$ cat config.mk
export PLATFORM = sky130hd
export DESIGN_NAME = soc_uart0_rx_capture
export DESIGN_NICKNAME = d
export VERILOG_FILES = /design/src/rtl/soc_uart0_rx_capture.sv
export SDC_FILE = /design/constraint.sdc
export NUM_CORES = 1
export LEC_CHECK = 0
export BUFFER_PORTS_ARGS = -buffer_cell sky130_fd_sc_hd__buf_2
export CORE_MARGIN = 2
export CORE_UTILIZATION = 50
export CTS_CLUSTER_DIAMETER = 40
export DETAILED_ROUTE_END_ITERATION = 10
export PLACE_DENSITY = 0.77
export SETUP_SLACK_MARGIN = 0.5
export SYNTH_ARGS = -nofsm -noshare
export SYNTH_HDL_FRONTEND = slang
export SYNTH_SLANG_ARGS = --single-unit
export TNS_END_PERCENT = 5
$ cat constraint.sdc
create_clock -name i_pad_clk -period 3.2 [get_ports i_pad_clk]
set_input_delay 0.32 -clock i_pad_clk [delete_from_list [all_inputs] [get_ports i_pad_clk]]
set_output_delay 0.32 -clock i_pad_clk [all_outputs]
set_load 0.02 [all_outputs]
$ cat src/rtl/soc_uart0_rx_capture.sv
// 8N1 UART receiver for the SoC uart0 TX pad: fixed-divider bit timing,
// byte FIFO with a valid/ready drain port, frame-error and overflow flags.
module soc_uart0_rx_capture #(
  parameter int BAUD_DIV   = 434,
  parameter int FIFO_DEPTH = 8,
  parameter int CNT_W      = $clog2(FIFO_DEPTH) + 1
) (
  input  logic             i_pad_clk,
  input  logic             i_pad_rst,
  input  logic             i_uart_sin,
  output logic [7:0]       o_rx_data,
  output logic             o_rx_valid,
  input  logic             i_rx_ready,
  output logic             o_frame_err,
  output logic             o_overflow,
  output logic             o_busy,
  output logic [CNT_W-1:0] o_fifo_cnt
);

  localparam int          AW        = $clog2(FIFO_DEPTH);
  localparam logic [15:0] HALF_LOAD = 16'(BAUD_DIV / 2 - 1);
  localparam logic [15:0] FULL_LOAD = 16'(BAUD_DIV - 1);

  typedef enum logic [2:0] {
    S_IDLE  = 3'd0,
    S_START = 3'd1,
    S_DATA  = 3'd2,
    S_STOP  = 3'd3,
    S_BREAK = 3'd4
  } state_t;

  logic             r_sync1, r_sync2, r_prev;
  state_t           r_state, w_state_nxt;
  logic [15:0]      r_cnt, w_cnt_nxt;
  logic [2:0]       r_idx, w_idx_nxt;
  logic [7:0]       r_shift, w_shift_nxt;
  logic             r_push, w_push_nxt;
  logic             r_ferr, w_ferr_nxt;
  logic [7:0]       r_mem [FIFO_DEPTH];
  logic [AW-1:0]    r_wr, r_rd;
  logic [CNT_W-1:0] r_fcnt;
  logic             r_ovf;
  logic             w_fall, w_tick, w_full, w_pop, w_acc;

  assign w_fall = r_prev & ~r_sync2;
  assign w_tick = (r_cnt == 16'd0);

  // Input synchronizer and edge-detect copy
  always_ff @(posedge i_pad_clk) begin
    if (i_pad_rst) begin
      r_sync1 <= 1'b1;
      r_sync2 <= 1'b1;
      r_prev  <= 1'b1;
    end else begin
      r_sync1 <= i_uart_sin;
      r_sync2 <= r_sync1;
      r_prev  <= r_sync2;
    end
  end

  // Receiver state register
  always_ff @(posedge i_pad_clk) begin
    if (i_pad_rst) begin
      r_state <= S_IDLE;
      r_cnt   <= 16'd0;
      r_idx   <= 3'd0;
      r_shift <= 8'd0;
      r_push  <= 1'b0;
      r_ferr  <= 1'b0;
    end else begin
      r_state <= w_state_nxt;
      r_cnt   <= w_cnt_nxt;
      r_idx   <= w_idx_nxt;
      r_shift <= w_shift_nxt;
      r_push  <= w_push_nxt;
      r_ferr  <= w_ferr_nxt;
    end
  end

  // Receiver next-state logic; every sample is taken at mid-bit (counter==0)
  always_comb begin
    w_state_nxt = r_state;
    w_cnt_nxt   = r_cnt;
    w_idx_nxt   = r_idx;
    w_shift_nxt = r_shift;
    w_push_nxt  = 1'b0;
    w_ferr_nxt  = 1'b0;
    case (r_state)
      S_IDLE: begin
        if (w_fall) begin
          w_cnt_nxt   = HALF_LOAD;
          w_state_nxt = S_START;
        end else begin
          w_state_nxt = S_IDLE;
        end
      end
      S_START: begin
        if (!w_tick) begin
          w_cnt_nxt = r_cnt - 16'd1;
        end else if (!r_sync2) begin
          w_cnt_nxt   = FULL_LOAD;
          w_idx_nxt   = 3'd0;
          w_state_nxt = S_DATA;
        end else begin
          w_state_nxt = S_IDLE;
        end
      end
      S_DATA: begin
        if (!w_tick) begin
          w_cnt_nxt = r_cnt - 16'd1;
        end else begin
          w_shift_nxt[r_idx] = r_sync2;
          w_cnt_nxt          = FULL_LOAD;
          if (r_idx == 3'd7) begin
            w_state_nxt = S_STOP;
          end else begin
            w_idx_nxt = r_idx + 3'd1;
          end
        end
      end
      S_STOP: begin
        if (!w_tick) begin
          w_cnt_nxt = r_cnt - 16'd1;
        end else if (r_sync2) begin
          w_push_nxt  = 1'b1;
          w_state_nxt = S_IDLE;
        end else begin
          w_ferr_nxt  = 1'b1;
          w_state_nxt = S_BREAK;
        end
      end
      S_BREAK: begin
        if (r_sync2) begin
          w_state_nxt = S_IDLE;
        end else begin
          w_state_nxt = S_BREAK;
        end
      end
      default: begin
        w_state_nxt = S_IDLE;
      end
    endcase
  end

  // A pop in the same cycle frees a slot, so a push into a full FIFO is still accepted
  assign w_full = (r_fcnt == CNT_W'(FIFO_DEPTH));
  assign w_pop  = (r_fcnt != '0) & i_rx_ready;
  assign w_acc  = r_push & (~w_full | w_pop);

  // Byte FIFO storage, pointers, occupancy and sticky overflow
  always_ff @(posedge i_pad_clk) begin
    if (i_pad_rst) begin
      r_wr   <= '0;
      r_rd   <= '0;
      r_fcnt <= '0;
      r_ovf  <= 1'b0;
      for (int i = 0; i < FIFO_DEPTH; i++) begin
        r_mem[i] <= 8'd0;
      end
    end else begin
      if (w_pop) begin
        r_rd <= r_rd + AW'(1);
      end
      if (w_acc) begin
        r_mem[r_wr] <= r_shift;
        r_wr        <= r_wr + AW'(1);
      end
      if (r_push && !w_acc) begin
        r_ovf <= 1'b1;
      end
      r_fcnt <= r_fcnt + CNT_W'(w_acc) - CNT_W'(w_pop);
    end
  end

  assign o_rx_data   = r_mem[r_rd];
  assign o_rx_valid  = (r_fcnt != '0);
  assign o_frame_err = r_ferr;
  assign o_overflow  = r_ovf;
  assign o_busy      = (r_state != S_IDLE);
  assign o_fifo_cnt  = r_fcnt;

endmodule

# Word level (Yosys, flattened, before mapping)
# Memory sizes are Yosys's and may differ from the RTL's. A register that Yosys moved wholly into a read port is not among the register bits.
# Index checks and enable logic that the tools add are counted.
# W data, S select, Z words.
totals:
  elab_cells: 94
  reg_bits: 46
  mem_count: 1
  out_inout_bits: 16
  input_bits: 4
  ram_bits: 64
mem_list:
  columns: ["memory", "depth", "word_bits", "rd", "rd_clocked_by_memory_dff", "write_ports", "line_no", "rtl"]
  rows:
  - ["r_mem", 8, 8, 1, 1, 8, "39", "logic [7:0] r_mem [FIFO_DEPTH];"]
op_classes:
  n_addsub: 6
  reduce_logical: 15
  n_bitwise: 8
  n_mux: 34
  eq_ne: 15
  n_lt_le_gt_ge: 2
ops:
  columns: ["operator", "n"]
  rows:
  - ["$mux W16", 5]
  - ["$pmux W16 S4", 1]
  - ["$mux W3", 12]
  - ["$logic_not A16 Y1", 1]
  - ["$ne A2 B2 Y1 const B", 8]
  - ["$sub A16 B1 Y16 const B", 1]
  - ["$pmux W3 S5", 1]
  - ["$mux W1", 10]
  - ["$add A3 B1 Y3 const B", 3]
  - ["$bwmux W8", 1]
  - ["$mux W8", 1]
  - ["$reduce_and A4 Y1", 2]
  - ["$reduce_bool A4 Y1", 2]
  - ["$reduce_or A8 Y1", 1]
  - ["$eq A3 B2 Y1 const B", 2]
  - ["$eq A3 B3 Y1 const B", 2]
  - ["$pmux W3 S2", 1]
  - ["$reduce_and A5 Y1", 1]
  - ["$add A4 B1 Y4", 1]
  - ["$eq A4 B4 Y1 const B", 1]
  - ["$lt A3 B4 Y1 const B", 1]
  - ["$not A1 Y1", 4]
  - ["$sub A4 B1 Y4", 1]
  - ["$and A1 B1 Y1", 3]
  - ["other kinds (13)", 14]

# Depth between registers and ports, before layout
# Gate-level depths: netlist (run 1).
logic_depth:
  word_depth: 9
  mapped_depth: 12
  mapped_depth_nobuf: 12

# Least setup slack after synthesis (run 1)
# OpenSTA, ideal clock, no wires.
synth_timing:
  kind: "register to register"
  from: "register r_fcnt[2] (netlist: o_fifo_cnt[2])"
  to: "memory r_mem[5][0], enable pin"
  n_path_buf: 1
  period_less_slack_ns: 2.672
  stages_incl_launch_ff: 8
  t_required_ns: 2.816
  arrival_time_ns: 2.288
  setup_slack_ns: 0.528
  cell_sequence: "dfxtp_1 -> inv_1 -> ha_1 -> nand2b_1 -> a31o_2 -> or3b_1 -> clkbuf_1 -> o21ai_0"
synth_lines:
  columns: ["item", "line_no", "rtl"]
  rows:
  - ["from (decl)", "41", "logic [CNT_W-1:0] r_fcnt;"]
  - ["from (signal assigned)", "171", "r_fcnt <= r_fcnt + CNT_W'(w_acc) - CNT_W'(w_pop);"]
  - ["to (decl)", "39", null]

==> flow_metrics.env, run 1 <==
export IMPL_numCtsBuffers=17
export IMPL_netlist_top_cells_area="edfxtp_1 (36%), dfxtp_1 (18%), and2_1 (7.6%), mux4_2 (6.7%), nor2_1 (3.6%)"
export IMPL_drtIter0Drc=197
export IMPL_final_cell_mix="and2_1 (65), edfxtp_1 (64), nor2_1 (51)"
export IMPL_rsz0062_at_grt="no"
export IMPL_gp_congestion=0.956
export IMPL_fin_util_pct=59.9
export IMPL_dieArea_um2=11500
export IMPL_maxSlewViolCount=0
export IMPL_finalWorstPathRequiredPeriod_ns=2.56
export IMPL_synth_warnings=0
export IMPL_synth_ff_type="edfxtp_1"
export IMPL_fillers=820
export IMPL_start_util_pct=51.6
export IMPL_synth_top_family_by_area="simple AND/OR/NAND/NOR gates"
export IMPL_fmax_mhz=390
export IMPL_worstSetupEndpointType="output port"
export IMPL_syn_cell_area_um2=5350
export IMPL_cp_max_fo=16
export IMPL_skew_ns=0.00687
export IMPL_rows=37
export IMPL_hold_viol=0
export IMPL_ys_ff_latch=113
export IMPL_power_leakage_nw=2.43
export IMPL_core_um2=10400
export IMPL_required_ns=2.88
export IMPL_yosys_area_top_type="edfxtp_1"
export IMPL_synth_xor_area_share_pct=1.97
export IMPL_hold_class="input pin to register"
export IMPL_clock_latency_ns=0.52
export IMPL_m1WireLength_um=4970
export IMPL_drc_errors=0
export IMPL_die_y_um=107
export IMPL_ys_types=56
export IMPL_pwr_density_cell_nw_per_um2=729
export IMPL_path_clk_slew_ns=0.05
export IMPL_cts_resized_gates=0
export IMPL_first_global_vias=3700
export IMPL_met2_length_um=5470
export IMPL_numClockSinks=113
export IMPL_io_pins=20
export IMPL_postCtsHoldBufs=1
export IMPL_synth_avg_cell_area_um2=11.7
export IMPL_cts_root_buf="clkbuf_8"
export IMPL_clockBufferDepth=2
export IMPL_hpwl_um=7650
export IMPL_ir_worst_vdd_v=0.000511
export IMPL_grt_usage_pct=21.4
export IMPL_synthArstFlopShare_pct=0
export IMPL_yosys_area_share_simple_pct=21.0
export IMPL_arrival_ns=2.24
export IMPL_overflow=0
export IMPL_layout_nets=507
export IMPL_area_growth_pct=16.1
export IMPL_antennaDiodeCount=0
export IMPL_avgViaCountPerCell=5.61
export IMPL_status="completed"
export IMPL_wl_per_cell_um=17.6
export IMPL_cts_tree="built"
export IMPL_grt_max_degree=39
export IMPL_fin_setup_tns_ns=0
export IMPL_port_buffers=19
export IMPL_firstDrtPassIters=4
export IMPL_highest_layer="met4"
export IMPL_grt_pass1_wl_um=18700
export IMPL_drive_gt1_share_pct=19.7
export IMPL_wl_met3_um=630
export IMPL_synthCells=459
export IMPL_die_x_um=107
export IMPL_synth_edf_count=64
export IMPL_tightestPinTransition_ns=0.767
export IMPL_post_cts_buffers=0
export IMPL_synth_seq_area_share_pct=54.3
export IMPL_syn_nets=476
export IMPL_final_common_cell="and2_1"
export IMPL_synth_fa_ha_area_share_pct=3.18
export IMPL_slew_headroom_pct=48.8
export IMPL_ant_nets=0
export IMPL_cp_start_kind="register"
export IMPL_setup_viol=0
export IMPL_antenna_found_initial=0
export IMPL_dr_total_vias=3586
export IMPL_h_tree_depth=4
export IMPL_wirelength_um=11300
export IMPL_synth_compound_area_share_pct=6.39
export IMPL_critical_path_class="register to output port"
export IMPL_synthMuxAreaShare_pct=10.9
export IMPL_drv_cap=0
export IMPL_synth_top_cell_area_share_pct=35.9
export IMPL_min_period_over_period_pct=80.0
==> final timing paths <==
| kind | start | to | slack, ns | cells past startpoint |
|---|---|---|---|---|
| max reg2reg | o_fifo_cnt[2] | r_mem[1][1] | 0.73 | 8 |
| min reg2reg | r_sync1 | r_sync2 | 0.42 | 1 |
| min | i_rx_ready | r_rd[1] | 0.14 | 3 |
| max | register | o_rx_data[0] | 0.64 | 3 |
==> Yosys cell counts (all sizes together) (2+ instances only) <==
master / instances
or2: 8
o21a: 2
nor4: 8
or3: 8
mux2i: 12
xor2: 8
nand2b: 7
ha: 12
and2: 65
nor4b: 2
a21oi: 19
o2111ai: 4
nor2: 52
inv: 13
and3: 2
dfxtp: 49
mux4: 16
clkbuf: 14
mux2: 9
nand2: 16
nand4: 6
nor3: 9
or4: 3
buf: 4
nor3b: 2
nand3: 4
o31ai: 3
a21o: 2
xnor2: 4
nor2b: 3
o21ai: 12
nand3b: 2
edfxtp: 64
==> kinds of logic after synthesis <==
family / Yosys count
adders and majority gates: 13
muxes: 37
AOI/OAI and AO/OA: 53
and+or+nand+nor: 200
buffers and inverters: 31
DFF: 113
xor gates and xnor gates: 12
==> layer usage <==
layer	vias to the layer above	global-route usage, %
met1	1707	27.7
met2	131	35.6
met5	-	0
li1	1726	-
met3	22	4.66
met4	0	7.42
==> power by group <==
| group | internal [mW] | switching, mW | leakage, nW |
|---|---|---|---|
| Sequential | 1.63 | 0.0987 | 1.06 |
| Combinational | 0.442 | 0.567 | 1.08 |
| Clock | 1.15 | 0.640 | 0.291 |
==> worst max-delay path, stage by stage, from the launching register on <==
cell and delay (ns):
dfxtp_1 0.81, mux4_2 0.44, mux2_2 0.31, buf_2 0.17
==> final cells by class <==
type,instances,area (um^2),area share (%)
clock buffer,26,541,8.70
multi-input combinational,315,2330,37.5
clock inverter,6,41.3,0.665
sequential,113,2900,46.7
timing repair buffer,30,180,2.90
tap,136,170,2.74
inverter,13,48.8,0.786
==> flip-flops by register name (all words and copies together) (netlist names), named ones only <==
| register | flops |
|---|---|
| o_fifo_cnt | 4 |
| r_shift | 8 |
| o_frame_err | 1 |
| r_cnt | 16 |
| r_push | 1 |
| r_sync2 | 1 |
| r_wr | 3 |
| o_overflow | 1 |
| r_mem | 64 |
| r_rd | 3 |
| r_sync1 | 1 |
| r_state | 3 |
| r_prev | 1 |
| r_idx | 3 |
==> per-stage QoR <==
stage / setup slack, ns / area [um^2] / power (mW) / std cells / hold WS (ns)
global placement: 0.824 / 5620 / 2.72 / 606 / 0.394
detailed placement: 0.742 / 5620 / 2.76 / 606 / 0.403
finish: 0.639 / 6210 / 4.52 / 639 / 0.141
floorplan: 0.528 / 5350 / 2.50 / 459 / 0.389
global route: 0.569 / 6210 / 4.72 / 639 / 0.160
CTS: 0.609 / 6210 / 4.55 / 639 / 0.127
Note: power is estimated with default switching activity, not from simulation.
==> run 2: changes to the inputs <==
PLACE_DENSITY = 0.79   (was 0.77)
clock period = 2.1 ns   (was 3.2 ns; I/O delays follow)
==> run 2 against run 1 <==
Against the previous run:
- the run now ends with negative setup slack left
- core utilization grew 11 points
- cell area is 18% higher
- final cell count is 5.3% higher
- sequential power up 54%
- die area stayed put
- non-clock buffer count increased by 35
- combinational power up 140%
- via count increased by 9.0%
- critical path depth is 1 higher
- routed wire length rose by 20%
- sequential cell count unchanged
- largest cell class is now multi-input gates
- largest power group is now registers
==> flow_metrics.env, run 2 (synthesized netlist as in run 1, its figures left out) <==
export IMPL_start_util_pct=51.6
export IMPL_rows=37
export IMPL_cts_tree="built"
export IMPL_overflow=0
export IMPL_violations="negative setup slack"
export IMPL_gp_congestion=0.897
export IMPL_hold_ws_ns=0.0312
export IMPL_rsz0062_at_grt="yes"
export IMPL_layout_nets=542
export IMPL_status="complete, but fails checks"
export IMPL_drv_cap=0
export IMPL_pwr_density_cell_nw_per_um2=1060
export IMPL_required_ns=1.89
export IMPL_port_buffers=19
export IMPL_final_cell_mix="edfxtp_1 (64), and2_4 (59), nor2_1 (44)"
export IMPL_dp_cells=640
export IMPL_grtUsageMet2_pct=42.2
export IMPL_dieArea_um2=11500
export IMPL_finalWorstPathRequiredPeriod_ns=2.25
export IMPL_h_tree_depth=4
export IMPL_drc_errors=0
export IMPL_fin_setup_tns_ns=-1.04
export IMPL_io_pins=20
export IMPL_fin_util_pct=70.4
export IMPL_avgViaCountPerCell=5.81
export IMPL_maxSlewViolCount=0
export IMPL_die_x_um=107
export IMPL_fillers=655
export IMPL_pre_cts_slack_ns=-0.0173
export IMPL_core_um2=10400
export IMPL_cts_root_buf="clkbuf_8"
export IMPL_ir_worst_vdd_v=0.000730
export IMPL_firstDrtPassIters=5
export IMPL_hold_class="input pin to register"
export IMPL_setup_viol=9
export IMPL_power_leakage_nw=2.82
export IMPL_drive_gt1_share_pct=49.7
export IMPL_final_common_cell="edfxtp_1"
export IMPL_worstSetupEndpointType="output port"
export IMPL_stdcell_count=673
export IMPL_met3_usage_pct=6.23
export IMPL_postLayoutSetupSlackWorst_ns=-0.150
export IMPL_largest_register="r_mem"
export IMPL_wl_per_cell_um=20.1
export IMPL_grt_usage_pct=25.3
export IMPL_numCtsBuffers=17
export IMPL_fmax_mhz=444
export IMPL_antennaDiodeCount=0
export IMPL_use_met1_pct=31.2
export IMPL_hold_viol=0
export IMPL_ant_nets=0
export IMPL_hold_path_depth=3
export IMPL_largest_register_ffs=64
export IMPL_skew_ns=0.0104
export IMPL_wirelength_um=13500
export IMPL_die_y_um=107
export IMPL_path_clk_slew_ns=0.05
export IMPL_drtIter0Drc=269
export IMPL_clockBufferDepth=2
export IMPL_grt_max_degree=27
export IMPL_r2r_cells=5
export IMPL_critical_path_class="register to output port"
export IMPL_first_global_vias=4149
export IMPL_min_period_over_period_pct=107
export IMPL_cp_max_fo=8
export IMPL_antenna_found_initial=0
export IMPL_hpwl_um=7800
export IMPL_numClockSinks=113
export IMPL_arrival_ns=2.04
export IMPL_tightestPinTransition_ns=0.655
export IMPL_grt_pass1_wl_um=21800
export IMPL_cp_start_kind="register"
export IMPL_clock_latency_ns=0.53
export IMPL_dr_total_vias=3908
export IMPL_reg_top3="r_mem: 64 flops, r_cnt: 16 flops, r_shift: 8 flops"
export IMPL_area_growth_pct=36.6
export IMPL_slew_headroom_pct=56.3
export IMPL_grt_busiest_layer="met2"
-- run 2: what timing repair did --
action	CTS	global route
buffers inserted	0	0
endpoints found under the setup margin	174	174
gates cloned	1	0
pin swaps	75	43
resized for setup	149	50
hold buffers	1	0
endpoints found under the hold margin	1	0
-- run 2: metal layers --
layer	vias to the layer above	wire length (um)
li1	1797	-
met5	-	0
met4	0	336
met1	1926	5470
met2	153	7040
met3	32	699
-- run 2: worst max-delay path: stages (launching register included) --
cell	delay (ns)
dfxtp_4	0.40
buf_12	0.16
mux4_2	0.53
mux2_4	0.30
buf_6	0.13
-- run 2: report_power, final --
| part | switching, mW | total (mW) | internal (mW) |
|---|---|---|---|
| Combinational | 1.17 | 2.38 | 1.21 |
| Clock | 0.984 | 2.65 | 1.67 |
| Sequential | 0.167 | 2.67 | 2.51 |
-- run 2: path summary, 6_finish.rpt --
| path | end | slack, ns | start |
|---|---|---|---|
| hold reg to reg | r_sync2 | 0.41 | r_sync1 |
| setup reg to reg | r_cnt[9] | -0.01 | r_cnt[4] |
| hold / removal | register | 0.03 | i_rx_ready |
| setup / recovery | o_rx_data[0] | -0.15 | register |
-- run 2: through the flow --
step	cell area, um^2	power (mW)
after floorplan	5450	3.86
after global placement	6000	4.43
after detailed placement	6000	4.49
after CTS	7120	7.60
after global routing	7300	8.03
final	7300	7.71
-- run 2: final cells by class --
| type | count | area [um^2] | area share, % |
|---|---|---|---|
| Clock buffer | 20 | 425 | 5.82 |
| Timing Repair Buffer | 65 | 647 | 8.86 |
| Multi-Input combinational cell | 315 | 2960 | 40.5 |
| Sequential cell | 113 | 2940 | 40.2 |
| Clock inverter | 11 | 116 | 1.59 |
| Tap cell | 136 | 170 | 2.33 |
| Inverter | 13 | 53.8 | 0.737 |
==> run 3: changes to the inputs <==
CORE_MARGIN = not set   (was 2)
CTS_BUF_LIST = sky130_fd_sc_hd__clkbuf_8 sky130_fd_sc_hd__clkbuf_16   (was not set)
==> run 3 against run 2 <==
Against the previous run:
- the flow still finishes with violations (negative setup slack)
- combinational power up 5%
- global-route usage up 0.52 points
- die area down 3.7%
- largest power group is now clock
==> flow_metrics.env, run 3 (synthesized netlist as in run 1, its figures left out) <==
export IMPL_arrival_ns=2.07
export IMPL_first_global_vias=3953
export IMPL_largest_register="r_mem"
export IMPL_drc_errors=0
export IMPL_p_total_mw=8.08
export IMPL_io_pins=20
export IMPL_critPathMaxStageDelay_ns=0.55
export IMPL_grt_pass1_wl_um=21100
export IMPL_die_x_um=105
export IMPL_final_cell_mix="edfxtp_1 (64), nor2_1 (44), and2_1 (38)"
export IMPL_wl_per_cell_um=20.8
export IMPL_use_met1_pct=31.2
export IMPL_ant_nets=0
export IMPL_dr_total_vias=3996
export IMPL_cts_root_buf="clkbuf_8"
export IMPL_numClockSinks=113
export IMPL_multi_input_area_um2=2900
export IMPL_postLayoutSetupSlackWorst_ns=-0.182
export IMPL_antennaDiodeCount=0
export IMPL_finalWorstPathRequiredPeriod_ns=2.28
export IMPL_fmax_mhz=438
export IMPL_cp_start_kind="register"
export IMPL_power_leakage_nw=2.81
export IMPL_firstDrtPassIters=5
export IMPL_drtIter0Drc=345
export IMPL_skew_ns=0.00571
export IMPL_hold_viol=0
export IMPL_grt_usage_pct=25.8
export IMPL_pwr_density_cell_nw_per_um2=1110
export IMPL_maxSlewViolCount=0
export IMPL_finish_instance_area_um2=7270
export IMPL_crit_slowest_cell="mux4_2"
export IMPL_die_y_um=105
export IMPL_h_tree_depth=4
export IMPL_fillers=644
export IMPL_min_period_over_period_pct=109
export IMPL_drive_gt1_share_pct=44.0
export IMPL_critical_path_class="register to output port"
export IMPL_grt_busiest_layer="met2"
export IMPL_numCtsBuffers=17
export IMPL_cp_max_fo=8
export IMPL_r2r_setup_slack_ns=-0.08
export IMPL_gp_congestion=0.898
export IMPL_wirelength_um=13900
export IMPL_start_util_pct=51.8
export IMPL_dieArea_um2=11100
export IMPL_port_buffers=19
export IMPL_rows=37
export IMPL_pre_cts_slack_ns=-0.0446
export IMPL_required_ns=1.89
export IMPL_hold_class="input pin to register"
export IMPL_final_common_cell="edfxtp_1"
export IMPL_overflow=0
export IMPL_antenna_found_initial=0
export IMPL_met3_usage_pct=5.19
export IMPL_clock_latency_ns=0.53
export IMPL_path_buf_inv=2
export IMPL_grt_max_degree=27
export IMPL_path_clk_slew_ns=0.06
export IMPL_status="complete, but fails checks"
export IMPL_largest_register_ffs=64
export IMPL_post_cts_buffers=0
export IMPL_avgViaCountPerCell=5.95
export IMPL_crit_family="multiplexers"
export IMPL_worstSetupEndpointType="output port"
export IMPL_hpwl_um=7700
export IMPL_ir_worst_vdd_v=0.000797
export IMPL_clockBufferDepth=2
export IMPL_critical_path_cell_chain="buf_12 -> mux4_2 -> mux2_4 -> buf_6"
export IMPL_slew_headroom_pct=59.1
export IMPL_grtUsageMet2_pct=44.4
export IMPL_area_growth_pct=35.9
export IMPL_drv_cap=0
export IMPL_violations="negative setup slack"
export IMPL_core_um2=10300
export IMPL_reg_top3="r_mem: 64 flops, r_cnt: 16 flops, r_shift: 8 flops"
export IMPL_cts_tree="built"
export IMPL_layout_nets=540
export IMPL_regArea_um2=2930
export IMPL_setup_viol=10
export IMPL_tightestPinTransition_ns=0.612
export IMPL_rsz0062_at_grt="yes"
export IMPL_dpl_cell_area_um2=6000
run 3: changes by cell type in the layout (fill, tap and decap cells not counted), moves of 3 or more:
cell	change
buf_6	-3
clkinv_2	-3
o21ai_4	-3
o21ai_2	+4
inv_6	+4
and2_1	+32
and2_4	-32
clkbuf_1	-3
run 3: worst paths after layout:
| kind | start | end | cells past startpoint |
|---|---|---|---|
| setup reg to reg | r_cnt[13] | r_idx[2] | 5 |
| hold / removal | i_pad_rst | r_shift[0] | 2 |
| setup / recovery | register | o_rx_data[7] | 4 |
| hold reg to reg | r_sync1 | r_sync2 | 1 |
run 3: layer usage:
layer | share of wire, % | up-vias
met1 | 40 | 1997
met2 | 51 | 168
li1 | - | 1796
met3 | 6.3 | 35
met5 | 0 | -
met4 | 2.4 | 0
run 3: worst register-to-register path: cells and delay by family, from the launching register on:
family           cells  cell delay (ns)
DFF                  1             0.39
muxes                1             0.33
and+or+nand+nor      4             1.40
run 3: area by class of cell:
| class | instances | share of cell area (%) |
|---|---|---|
| timing repair buffer | 63 | 8.54 |
| multi-input combinational | 315 | 39.8 |
| tap | 136 | 2.34 |
| inverter | 13 | 0.740 |
| clock inverter | 15 | 2.51 |
| sequential | 113 | 40.3 |
| clock buffer | 17 | 5.70 |
run 3: power breakdown:
group | internal, mW | switching [mW]
logic | 1.26 | 1.24
registers | 2.50 | 0.169
clock network | 1.82 | 1.08
run 3: metrics by stage:
stage	setup TNS [ns]	std cells	utilization, %	hold WS, ns
after global routing	-1.96	672	70.4	0.0132
final	-1.26	672	70.4	0.0194
after global placement	0	638	58.1	0.394
after detailed placement	-0.555	638	58.1	0.395
after CTS	-1.33	672	69.2	0.00566
after floorplan	-1.69	459	-	0.314
run 3: repair_timing:
item	CTS	global route
endpoints found under the hold margin	1	0
pin swaps	74	42
resized for setup	135	28
hold buffers	1	0
setup endpoints to repair	174	174
gates cloned	1	0
